### src/rtl/frog_loader.sv
// rtl/frog_loader.sv - host-side serial load/gap/test sequencer for frog_chip
// Optional signature capture is enabled by defining FROG_LOADER_SIG_EN; prog drives the frog_chip program pin.
module frog_loader #(
  parameter int N      = 16,
  parameter int GAP    = 5,
  parameter int TEST_W = 32
) (
  input  logic              clk,
  input  logic              rst,
  input  logic              start,
  input  logic [N-1:0]      program_word,
  input  logic [N-1:0]      seed_word,
  input  logic [TEST_W-1:0] test_cycles,
  output logic              busy,
  output logic              done,
  output logic              load,
  output logic              prog,
  output logic              seed,
  output logic              test
`ifdef FROG_LOADER_SIG_EN
  ,
  input  logic              dut_out,
  output logic [N-1:0]      signature
`endif
);

  localparam int CW = $clog2(((N > GAP) ? N : GAP) + 1);
  localparam logic [CW-1:0] SHIFT_LAST = CW'(N - 1);
  localparam logic [CW-1:0] GAP_LAST   = CW'(GAP - 1);

  localparam logic [1:0] S_IDLE  = 2'd0;
  localparam logic [1:0] S_SHIFT = 2'd1;
  localparam logic [1:0] S_GAP   = 2'd2;
  localparam logic [1:0] S_TEST  = 2'd3;

  logic [1:0]        state;
  logic [CW-1:0]     cnt;
  logic [N-1:0]      prog_sr;
  logic [N-1:0]      seed_sr;
  logic [TEST_W-1:0] test_cnt;

  always_ff @(posedge clk or posedge rst) begin
    if (rst) begin
      state    <= S_IDLE;
      cnt      <= '0;
      prog_sr  <= '0;
      seed_sr  <= '0;
      test_cnt <= '0;
      busy     <= 1'b0;
      done     <= 1'b0;
      load     <= 1'b0;
      prog     <= 1'b0;
      seed     <= 1'b0;
      test     <= 1'b0;
    end else begin
      done <= 1'b0;
      case (state)
        S_IDLE: begin
          if (start) begin
            // bit 0 goes out on the accepting edge; the remainder is queued in the shift regs
            state    <= S_SHIFT;
            busy     <= 1'b1;
            load     <= 1'b1;
            prog     <= program_word[0];
            seed     <= seed_word[0];
            prog_sr  <= program_word >> 1;
            seed_sr  <= seed_word >> 1;
            test_cnt <= test_cycles;
            cnt      <= '0;
          end
        end
        S_SHIFT: begin
          if (cnt == SHIFT_LAST) begin
            state <= S_GAP;
            load  <= 1'b0;
            prog  <= 1'b0;
            seed  <= 1'b0;
            cnt   <= '0;
          end else begin
            cnt     <= cnt + CW'(1);
            prog    <= prog_sr[0];
            seed    <= seed_sr[0];
            prog_sr <= prog_sr >> 1;
            seed_sr <= seed_sr >> 1;
          end
        end
        S_GAP: begin
          if (cnt == GAP_LAST) begin
            cnt <= '0;
            if (test_cnt == '0) begin
              state <= S_IDLE;
              busy  <= 1'b0;
              done  <= 1'b1;
            end else begin
              state <= S_TEST;
              test  <= 1'b1;
            end
          end else begin
            cnt <= cnt + CW'(1);
          end
        end
        S_TEST: begin
          // test_cnt holds the remaining high cycles including the current one
          if (test_cnt == TEST_W'(1)) begin
            state <= S_IDLE;
            test  <= 1'b0;
            busy  <= 1'b0;
            done  <= 1'b1;
          end else begin
            test_cnt <= test_cnt - TEST_W'(1);
          end
        end
        default: state <= S_IDLE;
      endcase
    end
  end

`ifdef FROG_LOADER_SIG_EN
  always_ff @(posedge clk or posedge rst) begin
    if (rst) begin
      signature <= '0;
    end else if (state == S_IDLE && start) begin
      signature <= '0;
    end else if (test) begin
      signature <= {signature[N-2:0], dut_out};
    end
  end
`endif

endmodule
### config.mk
export PLATFORM = sky130hd
export DESIGN_NAME = frog_loader
export DESIGN_NICKNAME = d
export VERILOG_FILES = /design/src/rtl/frog_loader.sv
export SDC_FILE = /design/constraint.sdc
export NUM_CORES = 1
export LEC_CHECK = 0
export BUFFER_PORTS_ARGS = -buffer_cell sky130_fd_sc_hd__buf_2
export CAP_MARGIN = 20
export CORE_MARGIN = 4
export CORE_UTILIZATION = 57
export DETAILED_ROUTE_END_ITERATION = 16
export PLACE_DENSITY_LB_ADDON = 0.25
export SLEW_MARGIN = 15
export SYNTH_ARGS = -nofsm -noshare
export SYNTH_HDL_FRONTEND = slang
export SYNTH_SLANG_ARGS = --single-unit
export TNS_END_PERCENT = 5
### constraint.sdc
create_clock -name clk -period 3 [get_ports clk]
set_input_delay 0.45 -clock clk [delete_from_list [all_inputs] [get_ports clk]]
set_output_delay 0.45 -clock clk [all_outputs]
set_load 0.02 [all_outputs]
==> out/qor.csv <==
metric;value;unit
run status;complete, no violations;
Die ar.;9283;µm²
cts bufs inserted;9;
CTS max path bufs;2;
Setup Slack @ Placement;0.1402;ns
Synth async-reset ratio;100.0;%
Initial Util;60.06;%
IO Count;73;
P per Cell Area;444.7;nW/µm²
vias in the first global route;4089;
Skew-Pair Late Insertion Delay;0.36;ns
total grt overflow;0;
crit start category;register;
Pwr Total;0.002308;W
clk_skew;0.01360;ns
Leak Pwr;2.233;nW
drc violations;0;
Internal Power;0.001566;W
Setup TNS;0;ns
Crit. path cell count;6;
GRT Util Overall;27.24;%
routed wire length per instance;17.56;µm
mux cell area share after synthesis;6.749;%
Sw Ratio;32.17;%
RSZ-0062 raised after global routing;false;
flops & latches, synth;75;
# H-tree levels;3;
critical-path maximum fanout;13;
adder-cell share of the synthesized area;3.375;%
Post-Synth Simple-Gate Area;21.37;%
FP Rows;31;
via count;4287;
dpl hpwl;8401;µm
final worst slack;0.1664;ns
register area share after synthesis;42.18;%
maximum capacitance violations;0;
Gate power share;16.3;%
vias per cell;6.295;
maximum VDD drop;0.0002764;V
Fill cells;617;
fraction of layout cells with a size suffix above 1;21.65;%
slew at the pin with the worst max-slew slack;0.7414;ns
endpoints failing setup;0;
first-pass GRT wire length;19740;µm
CTS sink count;75;
Worst Path Buf+Inv;1;
FMAX;352.9;MHz
CTS clk-pin slew, worst paths;0.09;ns
final hold vios;0;
Max-slew headroom;50.39;%
Layout area overhead;16.65;%
worst reg2reg path endpoint;state[0]$_DFFE_PP0P_;
fin crit period;2.834;ns
Yosys Warn Count;0;
Synth cell types;54;
CP Capture Type;register;
Hold WC Path Type;input port to asynchronous set/reset pin;
area leader, netlist;dfrtp_1;
most frequent cells after synthesis;75 x dfrtp_1, 58 x nand2_1, 54 x o21ai_0;
largest net degree at the start of global routing;59;
CTS root buffer;clkbuf_8;
share of power burned in registers;51.3;%
CP Data Required Time;3.27;ns
Clock Power Share;32.4;%
Area after DPL;5002;µm²
Iteration-0 DRC Markers;417;
initial antenna violation count;0;
Worst Setup Path Type;register to register;
RR Startpoint;test_cnt[14]$_DFFE_PP0P_;
chip width;96.35;µm
Synth Flop Type;dfrtp_1;
postcts setup bufs;0;
RD Place Congestion;0.9423;
CTS tree;yes;
Layout Nets;656;
Post-Syn Instances;503;
total net switching power;0.0007424;W
most common cell in the netlist;dfrtp_1;
First-pass DRT Iterations;5;
main combinational cell family by area after synthesis;compound AO/OA/AOI/OAI gates;
Synth Area in Compound Gates;22.08;%
slowest stage delay, CP;0.64;ns
Yosys top cell area share;42.18;%
Core Area;7408;µm²
Final Slew Violations;0;
Fin Hold WS;0.08403;ns
Mapped Avg Cell Area;8.845;µm²
IO buf count;72;
Mapped Nets;582;
Max stage delay cell, worst path;or4_4;
fin area;5190;µm²
worst path cell trace;or4_1 > or3_1 > buf_4 > or4_4 > a21oi_2 > mux2i_1;
Top delay family on crit path;simple AND/OR/NAND/NOR gates;
antenna viol nets, final;0;
CP Data Arrival Time;3.11;ns
Post-Synth XOR/XNOR Area;0;%
Die Y;96.35;µm
DRT Wirelength;11960;µm
R2R Setup Slk;0.17;ns
R2R depth;6;
EDFF count, synth;0;
# diodes;0;
Tcrit/Tclk final;94.45;%
synth top area cells;dfrtp_1 42%, mux2i_1 6.7%, o21ai_0 6.1%;
hold_buf cts;0;
Post-Syn Area;4449;µm²
-- metal layers --
metal	global-route usage [%]	wire (µm)	up-vias
li1	-	-	2034
met1	38.48	5216	2014
met2	41.06	5519	210
met3	4.926	971	29
met4	11.68	253	0
met5	0	0	-
-- worst reg2reg max path, cell delays in order (launching register included) --
cell     delay [ns]
dfrtp_1        0.45
or4_1          0.63
or3_1          0.37
buf_4          0.19
or4_4          0.65
a21oi_2        0.24
mux2i_1        0.23
-- stage by stage --
step	cells	util (%)
after global routing	681	70.06
after floorplan	503	-
after global placement	664	67.37
final	681	70.06
after detailed placement	665	67.52
after CTS	681	69.95
-- state kept, by name, indices dropped and copies added (netlist names) --
register,count
state,2
cnt,5
seed_sr,15
prog,1
test,1
test_cnt,32
prog_sr,15
done,1
seed,1
busy,1
load,1
-- cell usage in the layout, fill, tap and decap left out, types with 10 or more instances in the layout --
cell type	n
nand3_1	25
nor2_1	24
o21ai_0	53
a21oi_1	23
ha_1	10
buf_2	72
nand4_1	11
buf_4	22
nand2_1	58
inv_1	14
dfrtp_1	75
mux2i_1	30
nor3_1	25
a31oi_1	12
-- repair_timing --
item,in CTS,in global routing
endpoints found under the setup margin,0,2
endpoints found under the hold margin,0,0
gates resized for setup,0,2
-- final cells by class --
class	instances	area [µm²]	share of cell area, %
Tap cell	99	123.9	2.387
Multi-Input combinational cell	380	2396	46.17
Sequential cell	75	1877	36.16
Clock inverter	7	56.30	1.085
Clock buffer	9	123.9	2.387
Inverter	15	56.30	1.085
Timing Repair Buffer	96	556.8	10.73
-- how the worst max path moves through the flow --
stage	from	end	slack, ns
finish	test_cnt[14]$_DFFE_PP0P_	state[0]$_DFFE_PP0P_	0.17
global route	test_cnt[14]$_DFFE_PP0P_	test_cnt[23]$_DFFE_PP0P_	0.09
CTS	test_cnt[14]$_DFFE_PP0P_	state[0]$_DFFE_PP0P_	0.11
detailed placement	test_cnt[14]$_DFFE_PP0P_	state[0]$_DFFE_PP0P_	0.14
global placement	test_cnt[24]$_DFFE_PP0P_	test_cnt[18]$_DFFE_PP0P_	0.19
floorplan	test_cnt[23]$_DFFE_PP0P_	state[1]$_DFFE_PP0P_	0.36
-- power by group through the flow --
| stage | Clock, W | Sequential [W] | Combinational [W] |
|---|---|---|---|
| 2_1_floorplan | 0 | 0.00117 | 0.000239 |
| 3_3_place_gp | 0 | 0.00119 | 0.000360 |
| 3_5_place_dp | 0 | 0.00119 | 0.000373 |
| 4_1_cts | 0.000750 | 0.00118 | 0.000374 |
| 5_1_grt | 0.000802 | 0.00120 | 0.000424 |
| 6_report | 0.000747 | 0.00118 | 0.000377 |
-- logic make-up after synthesis --
logic type,count (synthesis)
buffers and inverters,48
multiplexers,30
AND/OR/NAND/NOR,188
AO/OA/AOI/OAI,150
flip-flops,75
adder cells (fa/ha/maj),12
No activity file was read; power rests on OpenSTA's default activity.
